===== src/rtl/wfifo_wr_arbiter_if.sv =====
// Write-port bundle between the requesters/FIFO and the write arbiter.
// The arbiter takes the master side; the environment (producers + FIFO) takes the slave side.
interface wfifo_wr_arbiter_if #(
  parameter int unsigned NREQ  = 4,
  parameter int unsigned DSIZE = 8
);
  localparam int unsigned IdW = $clog2(NREQ);

  logic [NREQ-1:0]       req_valid;
  logic [NREQ*DSIZE-1:0] req_data;
  logic [NREQ-1:0]       req_ready;
  logic                  wfull;
  logic                  winc;
  logic [DSIZE-1:0]      wdata;
  logic                  gnt_valid;
  logic [IdW-1:0]        gnt_id;

  modport master (
    input  req_valid,
    input  req_data,
    input  wfull,
    output req_ready,
    output winc,
    output wdata,
    output gnt_valid,
    output gnt_id
  );

  modport slave (
    output req_valid,
    output req_data,
    output wfull,
    input  req_ready,
    input  winc,
    input  wdata,
    input  gnt_valid,
    input  gnt_id
  );
endinterface


===== src/rtl/wfifo_wr_arbiter.sv =====
// Round-robin, burst-limited arbiter sharing the async FIFO write port among NREQ
// write-domain requesters. One ARB bubble cycle precedes every burst.
module wfifo_wr_arbiter #(
  parameter int unsigned NREQ     = 4,  // 2..8
  parameter int unsigned DSIZE    = 8,
  parameter int unsigned MAXBURST = 4   // 1..16
) (
  input logic                wclk,
  input logic                wrst_n,
  wfifo_wr_arbiter_if.master bus
);
  localparam int unsigned IdW   = $clog2(NREQ);
  localparam int unsigned BeatW = $clog2(MAXBURST + 1);

  typedef enum logic {StArb, StBurst} state_e;

  state_e             state_q, state_d;
  logic [IdW-1:0]     last_gnt_q, last_gnt_d;
  logic [IdW-1:0]     gnt_id_q, gnt_id_d;
  logic [BeatW-1:0]   beat_cnt_q, beat_cnt_d;
  logic [IdW-1:0]     pick;
  logic [IdW-1:0]     idx;
  logic               gnt_req_valid;
  logic               xfer;
  logic               winc;
  logic [NREQ-1:0]    req_ready;
  logic [DSIZE-1:0]   wdata;

  // Round-robin pick: scan from farthest to nearest so the first valid after last_gnt wins.
  always_comb begin
    pick = '0;
    idx  = '0;
    for (int k = int'(NREQ); k >= 1; k--) begin
      idx = IdW'((int'(last_gnt_q) + k) % int'(NREQ));
      if (bus.req_valid[idx]) begin
        pick = idx;
      end
    end
  end

  // Write-port datapath: strobe and ready are gated by wfull so no write is attempted while full.
  always_comb begin
    gnt_req_valid = bus.req_valid[gnt_id_q];
    xfer          = (state_q == StBurst) && gnt_req_valid && !bus.wfull;
    winc          = xfer;
    req_ready     = '0;
    wdata         = '0;
    if (state_q == StBurst) begin
      req_ready[gnt_id_q] = ~bus.wfull;
      wdata               = bus.req_data[int'(gnt_id_q) * int'(DSIZE) +: DSIZE];
    end
  end

  // Next-state: grant in ARB, count beats in BURST, leave on last beat or on dropped valid.
  always_comb begin
    state_d    = state_q;
    last_gnt_d = last_gnt_q;
    gnt_id_d   = gnt_id_q;
    beat_cnt_d = beat_cnt_q;
    unique case (state_q)
      StArb: begin
        if (|bus.req_valid) begin
          gnt_id_d   = pick;
          last_gnt_d = pick;
          beat_cnt_d = '0;
          state_d    = StBurst;
        end
      end
      StBurst: begin
        if (!gnt_req_valid) begin
          // Dropping valid ends the burst even while the FIFO is full.
          state_d = StArb;
        end else if (xfer) begin
          beat_cnt_d = beat_cnt_q + BeatW'(1);
          if (beat_cnt_q == BeatW'(MAXBURST - 1)) begin
            state_d = StArb;
          end
        end
      end
    endcase
  end

  // State registers; reset biases the first grant toward requester 0.
  always_ff @(posedge wclk or negedge wrst_n) begin
    if (!wrst_n) begin
      state_q    <= StArb;
      last_gnt_q <= IdW'(NREQ - 1);
      gnt_id_q   <= '0;
      beat_cnt_q <= '0;
    end else begin
      state_q    <= state_d;
      last_gnt_q <= last_gnt_d;
      gnt_id_q   <= gnt_id_d;
      beat_cnt_q <= beat_cnt_d;
    end
  end

  assign bus.winc      = winc;
  assign bus.req_ready = req_ready;
  assign bus.wdata     = wdata;
  assign bus.gnt_valid = (state_q == StBurst);
  assign bus.gnt_id    = gnt_id_q;

endmodule


===== src/flat_wrapper.sv =====
// flat-port wrapper written by rule: the top's interface ports become plain ports
module wfifo_wr_arbiter_flat 
#(
  parameter int unsigned NREQ     = 4,         
  parameter int unsigned DSIZE    = 8,
  parameter int unsigned MAXBURST = 4           
)
  (wclk, wrst_n, bus_req_valid, bus_req_data, bus_wfull, bus_req_ready, bus_winc, bus_wdata, bus_gnt_valid, bus_gnt_id);
  wfifo_wr_arbiter_if #(.NREQ(NREQ), .DSIZE(DSIZE)) bus_i ();
  input logic wclk;
  input logic wrst_n;
  input wire logic [$bits(bus_i.req_valid)-1:0] bus_req_valid;
  input wire logic [$bits(bus_i.req_data)-1:0] bus_req_data;
  input wire logic [$bits(bus_i.wfull)-1:0] bus_wfull;
  output wire logic [$bits(bus_i.req_ready)-1:0] bus_req_ready;
  output wire logic [$bits(bus_i.winc)-1:0] bus_winc;
  output wire logic [$bits(bus_i.wdata)-1:0] bus_wdata;
  output wire logic [$bits(bus_i.gnt_valid)-1:0] bus_gnt_valid;
  output wire logic [$bits(bus_i.gnt_id)-1:0] bus_gnt_id;
  assign bus_i.req_valid = bus_req_valid;
  assign bus_i.req_data = bus_req_data;
  assign bus_i.wfull = bus_wfull;
  assign bus_req_ready = bus_i.req_ready;
  assign bus_winc = bus_i.winc;
  assign bus_wdata = bus_i.wdata;
  assign bus_gnt_valid = bus_i.gnt_valid;
  assign bus_gnt_id = bus_i.gnt_id;
  wfifo_wr_arbiter #(.NREQ(NREQ), .DSIZE(DSIZE), .MAXBURST(MAXBURST)) u_core (.wclk(wclk), .wrst_n(wrst_n), .bus(bus_i));
endmodule

===== config.mk =====
export PLATFORM = sky130hd
export DESIGN_NAME = wfifo_wr_arbiter_flat
export DESIGN_NICKNAME = d
export VERILOG_FILES = /design/src/rtl/wfifo_wr_arbiter_if.sv /design/src/rtl/wfifo_wr_arbiter.sv /design/src/flat_wrapper.sv
export SDC_FILE = /design/constraint.sdc
export NUM_CORES = 1
export LEC_CHECK = 0
export ABC_AREA = 1
export CORE_UTILIZATION = 40
export CTS_CLUSTER_DIAMETER = 100
export DETAILED_ROUTE_END_ITERATION = 6
export MAX_ROUTING_LAYER = met4
export PLACE_DENSITY_LB_ADDON = 0.1
export SYNTH_ARGS = -nofsm -noshare
export SYNTH_HDL_FRONTEND = slang
export SYNTH_SLANG_ARGS = --single-unit

===== constraint.sdc =====
create_clock -name wclk -period 3.5 [get_ports wclk]
set_input_delay 0.35 -clock wclk [delete_from_list [all_inputs] [get_ports wclk]]
set_output_delay 0.35 -clock wclk [all_outputs]
set_load 0.02 [all_outputs]

# Word-level counts from Yosys, hierarchy flattened
# Index checks and enable logic that the tools add are counted.
# op_classes
addsub	5
order_cmp	6
n_eq_ne	4
n_shift	1
n_mux	27
n_bitwise	3
reduce_logical	7
# op_table
operator	n
$shiftx 32x6->8	1
$lt 2x3->1 const B	5
$bmux 1 s2	5
$mux 1	10
$mux 3	3
$mux 2	4
$mux 8	1
$pmux 3 s2	1
$add 2x1->2 const B	2
$add 2x2->2 const B	2
$and 4x4->4	1
$mux 4	1
$ne 2x2->1 const B	2
$reduce_or 4->1	1
$add 3x1->3 const B	1
$eq 3x2->1 const B	1
$logic_and 1x1->1	3
$reduce_and 3->1	1
$demux 1 s2	1
$ge 2x1->1 const B	1
$ne 2x1->1 const B	1
$not 1->1	2
$pmux 1 s2	1
$reduce_and 2->1	1
$logic_not 1->1	1
# totals
ff_bits	8
elab_cells	57

# Logic depth before layout (Yosys ltp)
# logic_depth
depth_word	7
ltp_mapped	11
depth_no_buf	11

# Least setup slack after synthesis
# No wires, ideal clock.
# synth_timing
path_type	register to output
start	register u_core.gnt_id_q[1], in the netlist u_core.bus.gnt_id[1]
end	output port bus_wdata[0]
arrival_time_ns	1.314
required_time_ns	3.150
setup_slack_ns	1.836
path_stages_with_launch	6
path_cell_list	dfrtp_1 > buf_4 > inv_4 > nor2_4 > nand2_1 > a31oi_1
# synth_between
elab_chain_len	2
# synth_lines
item	line_no	source
from (decl)	wfifo_wr_arbiter.sv:19	logic [IdW-1:0] gnt_id_q, gnt_id_d;
from (signal assigned)	wfifo_wr_arbiter.sv:93	gnt_id_q <= gnt_id_d;
$shiftx 32x6->8	wfifo_wr_arbiter.sv:50	wdata = bus.req_data[int'(gnt_id_q) * int'(DSIZE) +: DSIZE];
$mux 8	wfifo_wr_arbiter.sv:48	if (state_q == StBurst) begin
to (decl)	flat_wrapper.sv:17	output wire logic [$bits(bus_i.wdata)-1:0] bus_wdata;
# No other way between the ends.

# Worst setup path in the final report
# layout_timing
start	register u_core.gnt_id_q[0], in the netlist u_core.bus.gnt_id[0]
end	output port bus_winc
# layout_between
elab_chain_len	4
# layout_lines
item	line_no	source
$bmux 1 s2	wfifo_wr_arbiter.sv:43	gnt_req_valid = bus.req_valid[gnt_id_q];
$mux 1 (not written as such)	wfifo_wr_arbiter.sv:43	
$logic_and 1x1->1 (2 in series)	wfifo_wr_arbiter.sv:44	xfer = (state_q == StBurst) && gnt_req_valid && !bus.wfull;
to (decl)	flat_wrapper.sv:16	output wire logic [$bits(bus_i.winc)-1:0] bus_winc;
# No other way between the ends. The select of a mux whose other input is x is not followed.

==> metrics.csv <==
metric,value,unit
status,finished clean,
netlist.top_cell.by_area,nand2_1,
nets,243,
dp_hpwl,2160,um
grt_pass1_wl,4600,um
yosysSeqAreaShare,22.6,%
r2r_setup_slack,1970,ps
fmax,404,MHz
cts_hold_buf,0,
r2r-start,u_core.last_gnt_q[0],
drc,0,
synth_top_area_share,26.4,%
clk_pin_slew,50,ps
routed.top_layer,met4,
worstSetupStartpoint,u_core.bus.gnt_id[0],
io_pins,55,
track_usage,24.0,%
fin_skew,1.30,ps
hp-class,in -> async,
numCtsBuffers,3,
rows,16,
setup_tns,0,ps
p_total,1180,uW
rr_worst_depth,11,
setup_violations,0,
fp.coreArea,2040,um2
syn_nets,188,
ir_drop,0.000648,V
crit_fanout,9,
drt_iter0_markers,29,
leakage,0.000661,uW
synth_warnings,0,
critical-path-top-delay-family,buffers and inverters,
synth_cell_type_count,23,
drv_cap,0,
layout_common_cells,"nand2_1 (63), clkdlybuf4s50_1 (54), inv_1 (13)",
critPathRequiredTime,3150,ps
timing.rr.end,u_core.bus.gnt_id[0],
antenna_cells,0,
powerDensity,809,nW/um2
slew_headroom,74.9,%
wirelength_met1,1140,um
via_count,1134,
cp.arrival,2120,ps
area_growth,63.0,%
synth_area,897,um2
fin_ws,1030,ps
drtPass1Iterations,4,
ys_top_cells_by_area,"nand2_1 (26%), dfrtp_1 (17%), a22oi_1 (6.7%)",
final_common_cell,nand2_1,
grt_max_degree,13,
htree_levels,1,
cts_buffer_depth,2,
die_w,49.4,um
post_cts_buffers,0,
start_kind,register,
wl_met3,268,um
io_buffers,54,
period_minus_slack,2470,ps
cts_resized,0,
fp.dieArea,2440,um2
ant_nets,0,
path_buf_inv,3,
critical_path_depth,7,
critPathSlowestCell,clkdlybuf4s50_1,
synthCells,147,
period_share,70.7,%
grt_setup_unrepaired,no,
critPathCaptureType,output port,
fillers,191,
synth-edff-count,0,
cts_tree,yes,
die_h,49.4,um
syn_avg_cell_area,6.10,um2
root_buffer,clkbuf_4,
hold_violations,0,
grt_antenna_before_repair,0,
post-place-ws,1280,ps
gp_congestion,0.833,
ys.flop_type,dfrtp_1,
viasPerCell,5.00,
drive_gt1_share,12.0,%
crit_type,reg -> out,
clk_latency,250,ps
drt_wl_total,2700,um
worst_pin_slew,376,ps
path_cells,nand2_1 > inv_2 > nand2_1 > nand4_1 > nand2_2 > inv_2 > clkdlybuf4s50_1,
drv_slew,0,
synth_seq_cells,8,
slowest_delay,600,ps
grt_pass1_vias,1070,
grt_overflow,0,
initial_core_util,43.9,%
crit_path_end,bus_winc,
async_flop_share,100,%
clock-sinks,8,
routedWlPerCell,11.9,um
met2_length,1280,um
sequential cells by signal, indices dropped and copies added, names as in the netlist:
signal and cells:
u_core.bus.gnt_id 2, u_core.beat_cnt_q 3, u_core.last_gnt_q 2, u_core.bus.gnt_valid 1
through the flow:
step | utilization, % | instance area (um2) | std cells | hold WS [ps]
3_3_place_gp | 70.5 | 1440 | 224 | 469
5_1_grt | 71.6 | 1460 | 227 | 397
6_report | 71.6 | 1460 | 227 | 367
4_1_cts | 71.6 | 1460 | 227 | 376
2_1_floorplan | - | 897 | 147 | 54.4
3_5_place_dp | 70.5 | 1440 | 224 | 503
worst min path at each step:
| stage | from | endpoint | slack [ps] | cells past startpoint |
|---|---|---|---|---|
| 4_1_cts | wrst_n | u_core.bus.gnt_valid | 380 | 1 |
| 3_5_place_dp | u_core.beat_cnt_q[1] | u_core.beat_cnt_q[1] | 500 | 2 |
| 6_report | wrst_n | u_core.bus.gnt_id[0] | 370 | 1 |
| 5_1_grt | wrst_n | u_core.bus.gnt_id[1] | 400 | 1 |
| 2_1_floorplan | wrst_n | u_core.beat_cnt_q[0] | 50 | 0 |
| 3_3_place_gp | u_core.beat_cnt_q[0] | u_core.beat_cnt_q[0] | 470 | 1 |
cell usage after synthesis, types with 3 or more instances:
master,instances
nand2_1,63
inv_2,4
dfrtp_1,6
nor3_1,3
inv_1,13
a22oi_1,8
a31oi_1,8
o21ai_1,4
nand2_2,8
nor2_1,3
nor2_4,3
nand3_1,6
cell type report:
class / count / area, um2 / area share [%]
inverter: 18 / 70.1 / 4.79
timing repair buffer: 54 / 541 / 37.0
clock buffer: 3 / 22.5 / 1.54
sequential: 8 / 203 / 13.9
tap: 27 / 33.8 / 2.31
multi-input combinational: 117 / 593 / 40.5
cell families (layout without fill, tap and decap cells):
family / count (synthesis) / in the layout / synth area share [%]
buffers and inverters: 22 / 75 / 11.3
AND/OR/NAND/NOR: 90 / 90 / 45.6
AO/OA/AOI/OAI: 25 / 25 / 17.7
adder cells (fa/ha/maj): 2 / 2 / 2.79
flip-flops: 8 / 8 / 22.6
power breakdown:
| part | switching, uW | leakage, uW | internal, uW |
|---|---|---|---|
| Clock | 28.3 | 0.0000138 | 39.0 |
| Combinational | 518 | 0.000550 | 375 |
| Sequential | 79.4 | 0.0000975 | 145 |
per-layer routing:
layer | GRT usage [%] | up-vias
met1 | 28.8 | 496
li1 | - | 586
met4 | 2.94 | 0
met3 | 4.36 | 2
met5 | - | -
met2 | 42.5 | 50
Power figures use the tool's default switching activity.
